[config.mk]
export PLATFORM = sky130hd
export DESIGN_NAME = pcm_pwm_player
export DESIGN_NICKNAME = d
export VERILOG_FILES = /design/src/rtl/pcm_pwm_player.sv
export SDC_FILE = /design/constraint.sdc
export NUM_CORES = 1
export LEC_CHECK = 0
export CAP_MARGIN = 10
export CORE_MARGIN = 2
export CORE_UTILIZATION = 25
export CTS_BUF_LIST = sky130_fd_sc_hd__clkbuf_4
export DETAILED_ROUTE_END_ITERATION = 8
export HOLD_SLACK_MARGIN = 0.12
export SLEW_MARGIN = 0
export SYNTH_ARGS = -nofsm -noshare
export SYNTH_HDL_FRONTEND = slang
export SYNTH_SLANG_ARGS = --single-unit
[constraint.sdc]
create_clock -name clk -period 7.97 [get_ports clk]
set_input_delay 1.594 -clock clk [delete_from_list [all_inputs] [get_ports clk]]
set_output_delay 1.594 -clock clk [all_outputs]
set_load 0.01 [all_outputs]
[src/rtl/pcm_pwm_player.sv]
// PCM playback: fetches one FIFO sample per sample period and renders it as
// a 2^dat_width-clock PWM stream for the audio amplifier.
module pcm_pwm_player #(
    parameter int dat_width  = 6,
    parameter int sample_div = 1042
) (
    input  logic                 clk,
    input  logic                 reset,
    input  logic                 en,
    input  logic                 fifo_empty,
    input  logic [dat_width-1:0] fifo_data,
    output logic                 fifo_rd,
    output logic                 pwm_out,
    output logic                 audio_sd,
    output logic                 underrun
);

    typedef enum logic [1:0] {IDLE, RUN, FETCH} state_t;

    localparam logic [15:0]          DIV_LAST = 16'(sample_div - 1);
    localparam logic [dat_width-1:0] MIDSCALE = {1'b1, {(dat_width-1){1'b0}}};

    state_t               state;
    logic [15:0]          div_cnt;
    logic [dat_width-1:0] pwm_cnt;
    logic [dat_width-1:0] held;
    logic [dat_width-1:0] active;
    logic [dat_width-1:0] active_next;
    logic                 rd_q;
    logic                 tick;

    assign tick = (div_cnt == DIV_LAST);

    // New sample takes effect only at the start of a PWM period.
    always_comb begin
        active_next = active;
        if (pwm_cnt == '0) begin
            active_next = held;
        end
    end

    // Reset gates the strobe so a FETCH interrupted by reset does not pop the FIFO.
    assign fifo_rd = rd_q & ~reset;

    always_ff @(posedge clk) begin
        if (reset) begin
            state    <= IDLE;
            rd_q     <= 1'b0;
            pwm_out  <= 1'b0;
            audio_sd <= 1'b0;
            underrun <= 1'b0;
            div_cnt  <= '0;
            pwm_cnt  <= '0;
            held     <= MIDSCALE;
            active   <= MIDSCALE;
        end else if (!en) begin
            // The read strobe was already presented this cycle, so keep its data.
            if (state == FETCH) begin
                held <= fifo_data;
            end
            state    <= IDLE;
            rd_q     <= 1'b0;
            pwm_out  <= 1'b0;
            audio_sd <= 1'b0;
            div_cnt  <= '0;
            pwm_cnt  <= '0;
        end else begin
            case (state)
                IDLE: begin
                    state    <= RUN;
                    audio_sd <= 1'b1;
                    pwm_out  <= 1'b0;
                    rd_q     <= 1'b0;
                end
                RUN, FETCH: begin
                    div_cnt <= tick ? '0 : div_cnt + 16'd1;
                    pwm_cnt <= pwm_cnt + dat_width'(1);
                    active  <= active_next;
                    pwm_out <= (pwm_cnt < active_next);
                    rd_q    <= 1'b0;
                    state   <= RUN;
                    if (state == FETCH) begin
                        held <= fifo_data;
                    end else if (tick) begin
                        if (!fifo_empty) begin
                            state <= FETCH;
                            rd_q  <= 1'b1;
                        end else begin
                            underrun <= 1'b1;
                        end
                    end
                end
                default: begin
                    state <= IDLE;
                    rd_q  <= 1'b0;
                end
            endcase
        end
    end

endmodule

Word level (Yosys, flattened, before mapping)

Index checks and enable logic that the tools add are counted.

Register bits: 40
Bits in latches: 0
RAM bits: 0
ROM bits: 0
Input bits: 10
Output and inout port bits: 4
Word-level logic and storage cells: 41
Memories: 0

Add/sub/neg operators: 2
$mul: 0
Div/mod/pow operators: 0
$lt $le $gt $ge: 1
Eq/ne operators: 4
Shift-type cells: 0
Muxes and demuxes: 11
Bitwise gates (word level): 6
Reductions and logical operators: 8

Operators by type and width:

| kind                    | number |
|---|---|
| $mux W6                 | 4 |
| $add A16 B1 Y16 const B | 1 |
| $eq A16 B11 Y1 const B  | 1 |
| $mux W16                | 1 |
| $add A6 B1 Y6 const B   | 1 |
| $logic_not A6 Y1        | 1 |
| $lt A6 B6 Y1            | 1 |
| $mux W2                 | 3 |
| $not A1 Y1              | 5 |
| $reduce_and A5 Y1       | 1 |
| $reduce_or A5 Y1        | 1 |
| $pmux W2 S2             | 1 |
| $reduce_or A2 Y1        | 2 |
| $eq A2 B1 Y1 const B    | 1 |
| $eq A2 B2 Y1 const B    | 1 |
| $logic_not A2 Y1        | 1 |
| $ne A2 B1 Y1 const B    | 1 |
| $pmux W1 S2             | 1 |
| $reduce_and A2 Y1       | 1 |
| $reduce_bool A2 Y1      | 1 |
| $and A1 B1 Y1           | 1 |
| $mux W1                 | 1 |

Longest topological paths before layout

Gate-level depths: netlist of the first run.

Word-level depth: 4
Mapped depth: 10
Depth with buffers taken out: 10

Worst setup path after synthesis of the first run

Ideal clock, no wire load.

Path kind: input port to output port
Start point: input port reset
End point: output port fifo_rd
Data arrival time: 1941 ps
Required time: 6376 ps
Slack: 4435 ps
Cell stages on the path: 2
Path buffers: 1
Cells stage by stage: clkbuf_1 -> nor2b_1

Word-level cells in the longest chain between the ends: 2

RTL lines:

| item            | line | RTL |
|---|---|---|
| start, declared | 8    | `input logic reset,` |
| $not A1 Y1      | 43   | `assign fifo_rd = rd_q & ~reset;` |
| $and A1 B1 Y1   | 43   |  |
| end, declared   | 12   | `output logic fifo_rd,` |

Every way passes these cells.

Final worst setup path of the first run

Same ends and word-level chain as after synthesis.

==> summary.txt, run 1 <==
Logic synthesis
  – Largest family of logic cells by synthesized area: simple AND/OR/NAND/NOR gates
  – Area fraction in compound gates after synthesis: 7.23%
  – Post-synthesis mux area share: 7.98%
  – Post-Synth XOR/XNOR Area: 7.42%
  – Syn avg cell area: 9.29 µm²
  – Yosys warns: 0
  – Number of synthesized flops with an enable pin: 0
  – Synthesized net count: 238
  – Async SR Flop Fraction: 0%
  – Post-synthesis sequential area ratio: 39.9%
  – Fraction of the mapped netlist area in adder cells: 7.48%
  – Most common flop cell mapped by yosys: dfxtp_1
  – Mapped Area: 2010 µm²
  – Synth cell types: 42
  – Flops & latches, synth: 40
  – Simple-Gate Fraction of Synth Area: 25.8%
  – Cells after synthesis: 216

Die
  – Initial Util: 25.8%
  – Core Area: 7770 µm²
  – Die ar.: 8760 µm²
  – I/O Pins: 14
  – DIE HEIGHT: 93.6 µm
  – Row Count: 32
  – Die width: 93.6 µm

Worst setup path
  – Buf/Inv on CP: 2
  – CP max stage delay: 0.73 ns
  – CP top delay family: buffers and inverters
  – CP required: 6.38 ns
  – CP max-delay cell: clkdlybuf4s50_1
  – Worst EP arrival: 3.10 ns
  – Crit-path max FO: 18
  – Register-to-Register Path Depth: 10
  – Crit path kind: input pin to output port
  – Startpoint Class: input pin
  – CP Capture Type: output port
  – Reg2Reg Setup Slack: 5.18 ns
  – Number of cells on the critical path: 3
  – Crit path cell chain: clkdlybuf4s50_1 -> nor2b_1 -> clkdlybuf4s50_1
  – Worst path most repeated cell: clkdlybuf4s50_1

CTS
  – CTS Hold Buffers Added: 0
  – Clock Latency Late Sink: 0.36 ns
  – Post CTS Setup Buffer Count: 0
  – Clock buffer depth: 2
  – H-tree Lvls: 2
  – Clock-pin slew on the worst setup and hold paths: 0.14 ns
  – CTS Buf Count: 5
  – CTS tree: done
  – CTS sink count: 40
  – # resized after CTS: 0
  – Root buffer cell: clkbuf_4

Outcome
  – Status: finished, final reports clean

Timing
  – Endpoints failing hold: 0
  – Final Critical Period: 4.69 ns
  – Fmax: 0.213 GHz
  – Post-Route Setup TNS: 0 ns
  – Setup violators final: 0
  – Slew @ Worst Pin: 0.878 ns
  – Slew Limit Headroom: 41.2%
  – Post-route clock period utilization: 58.9%
  – Worst Skew: 0.0145 ns
  – Unrepaired setup endpoints after global routing: no
  – Slew Viols, Final: 0

Drt
  – Post-DRT Antenna Nets: 0
  – 1st-iter DRT viols: 68
  – DRC: 0
  – Pre-antenna DRT Iters: 4
  – Wire per inst: 11.7 µm
  – Final WL: 3850 µm
  – Vias: 1525
  – Via/cell ratio: 4.64

Power
  – Power, Total: 366 µW
  – Clock share of power: 39.0%
  – Logic pwr share: 5.7%
  – Switching share of power: 23.9%
  – Maximum vdd drop: 60.0 µV
  – Psw: 87.6 µW
  – Pwr Density: 160 nW/µm²
  – P_int: 278 µW
  – Leakage power: 0.000774 µW
  – Sequential power share: 55.4%

Run
  – Max cap viols: 0

Final layout
  – N_diodes: 0
  – FILL cells: 840
  – Final #Nets: 248
  – Area of the multi-input gates: 1120 µm²
  – Share of cells above drive strength 1: 6.17%
  – Area grow syn2layout: 14.3%
  – Storage cell area: 801 µm²

Place
  – PortBufs: 13
  – GPL Wtd Cong: 0.845
  – DP HPWL: 2720 µm

Hold path
  – Hold/Removal Path Class: flip-flop to flip-flop
  – Worst hold stages: 2

Global route
  – Largest net degree at the start of global routing: 20
  – Overflow after GRT: 0
  – First-pass GRT wire length: 6940 µm
  – GRT Resource Usage Total: 9.92%
  – Initial antenna violation count: 0
  – Vias in the first global route: 1538
[final cells by class]
cell class,instances,share of cell area [%]
multi-input cells,158,48.9
flip-flops and latches,40,34.9
repair buffers,13,5.67
well taps,102,5.56
clock inverters,3,2.02
clock buffers,5,1.64
inverters,8,1.31
[metal layers]
metal	part of all wire, %	global-route usage (%)	vias up
met4	1.5	4.11	0
met1	50	12.4	716
met2	46	16.2	19
met5	0	0	-
met3	2.9	2.58	4
li1	-	-	786
[metrics by stage]
step | instance area [µm²] | hold slack [ns] | setup WS (ns) | cells | util [%]
after detailed placement | 2210 | 0.465 | 3.25 | 321 | 28.5
after floorplan | 2010 | 0.450 | 4.43 | 216 | -
after global placement | 2210 | 0.454 | 3.28 | 321 | 28.5
after CTS | 2290 | 0.489 | 3.24 | 329 | 29.5
final | 2290 | 0.486 | 3.28 | 329 | 29.5
after global routing | 2290 | 0.518 | 3.18 | 329 | 29.5
[power groups by stage]
stage	sequential [µW]	clock, µW	combinational [µW]
6_report	203	143	20.7
5_1_grt	203	156	23.3
2_1_floorplan	207	0	13.1
4_1_cts	203	148	21.1
3_5_place_dp	207	0	21.0
3_3_place_gp	207	0	20.8
[path summary, 6_finish.rpt]
kind	endpoint	from
min	underrun$_SDFFE_PP0P_	underrun$_SDFFE_PP0P_
max reg2reg	pwm_out$_SDFFE_PP0P_	pwm_cnt[0]$_SDFFE_PP0N_
min reg2reg	underrun$_SDFFE_PP0P_	underrun$_SDFFE_PP0P_
max	fifo_rd	reset
[synth_stat cells (4+ instances only)]
| master | count | area (µm²) |
|---|---|---|
| clkbuf_1 | 5 | 18.8 |
| dfxtp_1 | 40 | 801 |
| ha_1 | 12 | 150 |
| inv_1 | 8 | 30.0 |
| mux2i_1 | 16 | 160 |
| nand2_1 | 10 | 37.5 |
| nand3_1 | 8 | 40.0 |
| nand4_1 | 8 | 50.1 |
| nor2_1 | 33 | 124 |
| nor2b_1 | 4 | 25.0 |
| nor4_1 | 8 | 50.1 |
| o21ai_0 | 6 | 30.0 |
| xnor2_1 | 8 | 70.1 |
| xor2_1 | 9 | 78.8 |
[kinds of logic (layout without fill, tap and decap cells)]
logic type                 after synthesis  after routing
muxes                                   16             16
DFF                                     40             40
AOI/OAI and AO/OA                       19             19
adders and majority gates               12             12
and+or+nand+nor                         94             94
buffers and inverters                   18             29
xor gates and xnor gates                17             17
[layout by cell type, fill, tap and decap left out, types with 2 or more instances in the layout]
cell type | synthesis | final
inv_1 | 8 | 8
nor3_1 | 3 | 3
dfxtp_1 | 40 | 40
a21oi_1 | 3 | 3
or4_1 | 2 | 2
nand2_1 | 10 | 10
or3_1 | 3 | 3
nor4_1 | 8 | 8
nor2b_1 | 4 | 4
nand4_1 | 8 | 8
and4_1 | 2 | 2
o21ai_0 | 6 | 6
nand3_1 | 8 | 8
xnor2_1 | 8 | 8
a211oi_1 | 2 | 2
mux2i_1 | 16 | 16
a211o_1 | 2 | 2
clkbuf_4 | 0 | 5
clkdlybuf4s50_1 | 0 | 13
and3_1 | 2 | 2
xor2_1 | 9 | 9
ha_1 | 12 | 12
nor2_1 | 33 | 33
o31ai_1 | 2 | 2
[tightest hold or removal path, delay by kind of cell (launching register included)]
kind	cells	cell delay, ns
DFF	1	0.34
AOI/OAI and AO/OA	1	0.07
buffers and inverters	1	0.05
[flip-flops by register name, indices dropped and copies added (netlist names)]
signal and flops:
active 6, audio_sd 1, div_cnt 16, held 6, pwm_cnt 6, pwm_out 1, rd_q 1, state 2
underrun 1
No activity file was read; power rests on OpenSTA's default activity.
==> inputs of run 2 (changes only) <==
==> constraint.sdc (replaced) <==
create_clock -name clk -period 3.9 [get_ports clk]
set_input_delay 0.78 -clock clk [delete_from_list [all_inputs] [get_ports clk]]
set_output_delay 0.78 -clock clk [all_outputs]
set_load 0.01 [all_outputs]
==> summary.txt, run 2 (same netlist as run 1, synthesis figures left out) <==
Global route
  – Vias in the first global route: 1477
  – Overflow after GRT: 0
  – Largest net degree at the start of global routing: 20
  – First-pass GRT wire length: 6630 µm
  – GRT Resource Usage Total: 9.36%
  – Initial antenna violation count: 0

Drt
  – Via/cell ratio: 4.63
  – Pre-antenna DRT Iters: 4
  – Wire per inst: 11.4 µm
  – Post-DRT Antenna Nets: 0
  – Final WL: 3760 µm
  – 1st-iter DRT viols: 70
  – Vias: 1529
  – DRC: 0

Final layout
  – FILL cells: 836
  – Commonest non-fill, non-tap cell in the layout: dfxtp_1
  – Share of cells above drive strength 1: 6.58%
  – Max reg flops: 16
  – Largest register by flop count: div_cnt
  – N_diodes: 0
  – Final #Nets: 249
  – Commonest cells after routing, fill and taps aside: dfxtp_1 (40), nor2_1 (33), mux2i_1 (16)
  – Area grow syn2layout: 13.3%

Worst setup path
  – Buf/Inv on CP: 3
  – Number of cells on the critical path: 4
  – Register-to-Register Path Depth: 10
  – CP max stage delay: 0.54 ns
  – Startpoint Class: input pin
  – Crit path kind: input pin to output port
  – Worst path most repeated cell: clkdlybuf4s50_1
  – Crit-path max FO: 18
  – Worst EP arrival: 2.03 ns
  – CP top delay family: buffers and inverters
  – CP max-delay cell: clkdlybuf4s50_1
  – CP required: 3.12 ns
  – CP Capture Type: output port
  – Crit path cell chain: clkdlybuf4s50_1 -> buf_4 -> nor2b_1 -> clkdlybuf4s50_1
  – RR Startpoint: pwm_cnt[0]$_SDFFE_PP0N_
  – Critical Path Start: reset

Timing
  – Worst Skew: 0.0117 ns
  – Slew Limit Headroom: 39.3%
  – Endpoints failing hold: 0
  – Post-Route Setup TNS: 0 ns
  – Setup violators final: 0
  – Fmax: 0.356 GHz
  – Slew Viols, Final: 0
  – Slew @ Worst Pin: 0.908 ns
  – Post-route clock period utilization: 72.0%
  – Final Critical Period: 2.81 ns
  – Unrepaired setup endpoints after global routing: no

Place
  – DP HPWL: 2690 µm
  – GPL Wtd Cong: 0.837
  – PortBufs: 13

Hold path
  – Worst hold stages: 2
  – HP Start: underrun$_SDFFE_PP0P_
  – Hold/Removal Path Class: flip-flop to flip-flop

Outcome
  – Status: finished, final reports clean

CTS
  – CTS tree: done
  – Post CTS Setup Buffer Count: 0
  – Root buffer cell: clkbuf_4
  – CTS Hold Buffers Added: 0
  – Clock-pin slew on the worst setup and hold paths: 0.12 ns
  – CTS Buf Count: 5
  – H-tree Lvls: 2
  – Clock buffer depth: 2
  – # resized after CTS: 0
  – Clock Latency Late Sink: 0.34 ns
  – CTS sink count: 40

Die
  – Die ar.: 8760 µm²
  – Initial Util: 25.8%
  – Core Area: 7770 µm²
  – I/O Pins: 14
  – Die width: 93.6 µm
  – DIE HEIGHT: 93.6 µm
  – Row Count: 32

Power
  – Pwr Density: 292 nW/µm²
  – Leakage power: 0.000772 µW
  – Maximum vdd drop: 96.3 µV
  – Power, Total: 664 µW

Run
  – Max cap viols: 0
-- run 2: changes by cell type in the layout (fill, tap and decap cells not counted) --
cell,change
clkinv_4,+1
clkinvlp_4,-1
inv_6,-1
bufinv_16,-1
clkinv_2,+2
buf_4,+1
-- run 2: path summary, 6_finish.rpt --
path	slack [ns]	end
setup / recovery	1.09	fifo_rd
hold reg to reg	0.48	underrun$_SDFFE_PP0P_
hold / removal	0.48	underrun$_SDFFE_PP0P_
setup reg to reg	1.10	pwm_out$_SDFFE_PP0P_
-- run 2: per-layer routing --
layer  global-route usage, %  wire length, µm  vias up
met5                       0                0        -
met4                    2.66               41        0
met3                    2.66              136        4
met2                    15.0             1660       22
met1                    12.3             1920      719
li1                        -                -      784
-- run 2: where the power goes --
| group | switching [µW] | leakage (µW) | internal [µW] |
|---|---|---|---|
| registers | 2.69 | 0.000323 | 412 |
| clock network | 137 | 0.0000349 | 69.4 |
| logic | 22.2 | 0.000414 | 20.8 |
| total | 162 | 0.000772 | 502 |
-- run 2: layout make-up --
class / instances / area [µm²] / area share [%]
Clock buffer: 5 / 37.5 / 1.65
Sequential cell: 40 / 801 / 35.2
Inverter: 8 / 30.0 / 1.32
Clock inverter: 3 / 18.8 / 0.825
Multi-Input combinational cell: 158 / 1120 / 49.3
Tap cell: 102 / 128 / 5.61
Timing Repair Buffer: 14 / 138 / 6.05
-- run 2: metrics by stage --
step	utilization [%]	area [µm²]	hold WS [ns]	cells	setup slack [ns]
2_1_floorplan	-	2010	0.450	216	1.36
3_3_place_gp	28.6	2220	0.458	322	1.09
3_5_place_dp	28.6	2220	0.466	322	1.09
4_1_cts	29.3	2270	0.492	330	1.08
5_1_grt	29.3	2270	0.509	330	0.885
6_report	29.3	2270	0.483	330	1.09
-- run 2: worst register-to-register path, cell delays in order (launching register included) --
cell       delay (ns)
dfxtp_1          0.37
inv_1            0.07
ha_1             0.13
or4b_4           0.50
nor2_2           0.30
mux2i_1          0.23
ha_1             0.26
a211oi_1         0.19
o21ai_0          0.14
a2111oi_0        0.39
a21o_1           0.18
==> inputs of run 3 (changes only) <==
==> constraint.sdc (replaced) <==
create_clock -name clk -period 2.8 [get_ports clk]
set_input_delay 0.56 -clock clk [delete_from_list [all_inputs] [get_ports clk]]
set_output_delay 0.56 -clock clk [all_outputs]
set_load 0.01 [all_outputs]
==> summary.txt, run 3 (same netlist as run 1, synthesis figures left out) <==
Outcome
  – Status: finished, final reports clean

Worst setup path
  – Crit-path max FO: 5
  – Crit path kind: flip-flop to flip-flop
  – CP required: 3.11 ns
  – Worst path most repeated cell: ha_1
  – Reg2Reg Setup Slack: 0.18 ns
  – CP top delay family: compound AO/OA/AOI/OAI gates
  – Startpoint Class: flip-flop
  – CP max-delay cell: or4b_4
  – RR Startpoint: pwm_cnt[0]$_SDFFE_PP0N_
  – Buf/Inv on CP: 1
  – CP Capture Type: flip-flop
  – Terminus of the critical flop-to-flop path: pwm_out$_SDFFE_PP0P_
  – Crit path cell chain: inv_1 -> ha_1 -> or4b_4 -> nor2_4 -> mux2i_1 -> ha_1 -> a211oi_1 -> o21ai_0 -> a2111oi_1 -> a21o_1
  – Register-to-Register Path Depth: 10
  – Worst EP arrival: 2.93 ns
  – CP max stage delay: 0.52 ns

Die
  – Row Count: 32
  – I/O Pins: 14
  – Die width: 93.6 µm
  – Die ar.: 8760 µm²
  – Initial Util: 25.8%
  – DIE HEIGHT: 93.6 µm
  – Core Area: 7770 µm²

Hold path
  – HP Start: underrun$_SDFFE_PP0P_
  – Worst hold stages: 2
  – Hold path endpoint: underrun$_SDFFE_PP0P_
  – Hold/Removal Path Class: flip-flop to flip-flop

Final layout
  – Fin util: 29.9%
  – Final #Nets: 251
  – N_diodes: 0
  – Fin cells: 332
  – Commonest cells after routing, fill and taps aside: dfxtp_1 (40), nor2_1 (33), mux2i_1 (16)
  – Commonest non-fill, non-tap cell in the layout: dfxtp_1
  – Share of cells above drive strength 1: 7.39%
  – Largest register by flop count: div_cnt
  – Max reg flops: 16
  – Area grow syn2layout: 15.8%

Global route
  – Initial antenna violation count: 0
  – Largest net degree at the start of global routing: 18
  – GRT Resource Usage Total: 9.80%
  – Overflow after GRT: 0
  – First-pass GRT wire length: 6850 µm
  – Vias in the first global route: 1521

CTS
  – H-tree Lvls: 2
  – CTS tree: done
  – Clock buffer depth: 2
  – Clock-pin slew on the worst setup and hold paths: 0.13 ns
  – CTS sink count: 40
  – Root buffer cell: clkbuf_4
  – Clock Latency Late Sink: 0.35 ns
  – CTS Buf Count: 5
  – CTS Hold Buffers Added: 0

Power
  – Sequential power share: 55.5%
  – Pwr Density: 447 nW/µm²
  – Leakage power: 0.000791 µW
  – Clock share of power: 38.4%
  – Switching share of power: 23.5%
  – Maximum vdd drop: 195 µV
  – Logic pwr share: 6.1%
  – Psw: 244 µW
  – P_int: 795 µW
  – Power, Total: 1040 µW

Timing
  – Endpoints failing hold: 0
  – Worst Skew: 0.00450 ns
  – Slew Viols, Final: 0
  – Slew Limit Headroom: 40.1%
  – Unrepaired setup endpoints after global routing: no
  – Slew @ Worst Pin: 0.895 ns
  – Final Critical Period: 2.62 ns
  – Fmax: 0.381 GHz
  – Post-route clock period utilization: 93.7%
  – Setup violators final: 0
  – Post-Route Setup TNS: 0 ns

Drt
  – DRC: 0
  – Wire per inst: 12.1 µm
  – Vias: 1584
  – Post-DRT Antenna Nets: 0
  – Final WL: 4020 µm
  – Pre-antenna DRT Iters: 5
  – Via/cell ratio: 4.77
  – 1st-iter DRT viols: 77

Place
  – Dpl cells: 324
  – DP HPWL: 2890 µm
  – GPL Wtd Cong: 0.836
  – PortBufs: 13

Run
  – Max cap viols: 0
-- run 3: cell types whose count changed in the layout (fill, tap and decap cells not counted), sizes merged --
cell and change:
buf +2, inv +1, clkinv -3, bufinv +1, clkinvlp +1
-- run 3: metrics by stage --
stage	hold slack [ns]	worst slack, ns	instance area, µm²
after floorplan	0.450	0.255	2010
after CTS	0.490	0.0526	2320
after global routing	0.519	0.0190	2320
after detailed placement	0.467	0.127	2230
after global placement	0.455	0.204	2230
final	0.482	0.178	2320
-- run 3: power groups by stage --
stage | clock [µW] | sequential, µW | combinational, µW
floorplan | 0 | 590 | 37.4
global placement | 0 | 590 | 62.4
detailed placement | 0 | 590 | 62.9
CTS | 411 | 577 | 63.4
global route | 433 | 578 | 69.2
finish | 399 | 577 | 63.2
-- run 3: worst max path at each step --
stage	startpoint	end	slack, ns	cells after the start
6_report	pwm_cnt[0]$_SDFFE_PP0N_	pwm_out$_SDFFE_PP0P_	0.18	10
4_1_cts	pwm_cnt[0]$_SDFFE_PP0N_	pwm_out$_SDFFE_PP0P_	0.05	10
2_1_floorplan	pwm_cnt[0]$_SDFFE_PP0N_	pwm_out$_SDFFE_PP0P_	0.26	10
3_5_place_dp	pwm_cnt[0]$_SDFFE_PP0N_	pwm_out$_SDFFE_PP0P_	0.13	10
5_1_grt	pwm_cnt[0]$_SDFFE_PP0N_	pwm_out$_SDFFE_PP0P_	0.02	10
3_3_place_gp	pwm_cnt[0]$_SDFFE_PP0N_	pwm_out$_SDFFE_PP0P_	0.20	10
-- run 3: routing by layer --
metal | wire, µm | global-route usage (%) | share of wire (%) | vias to the layer above
li1 | - | - | - | 794
met1 | 1890 | 11.9 | 47 | 755
met2 | 1910 | 16.8 | 48 | 29
met3 | 153 | 2.66 | 3.8 | 6
met4 | 59 | 3.26 | 1.5 | 0
met5 | 0 | 0 | 0 | -
-- run 3: tightest hold or removal path: stages, from the launching register on --
cell,delay (ns)
dfxtp_1,0.33
inv_1,0.04
o21ai_0,0.07
-- run 3: layout make-up --
cell class                 count  area, µm²
fill                         849       5440
multi-input combinational    158       1130
sequential                    40        801
timing repair buffer          16        153
tap                          102        128
clock inverter                 3       46.3
clock buffer                   5       37.5
inverter                       8       30.0
-- run 3: timing repair --
| item | 4_1_cts | 5_1_grt |
|---|---|---|
| resized for setup | 0 | 2 |
| hold endpoints to repair | 0 | 0 |
| endpoints found under the setup margin | 0 | 1 |
| setup buffers | 0 | 0 |
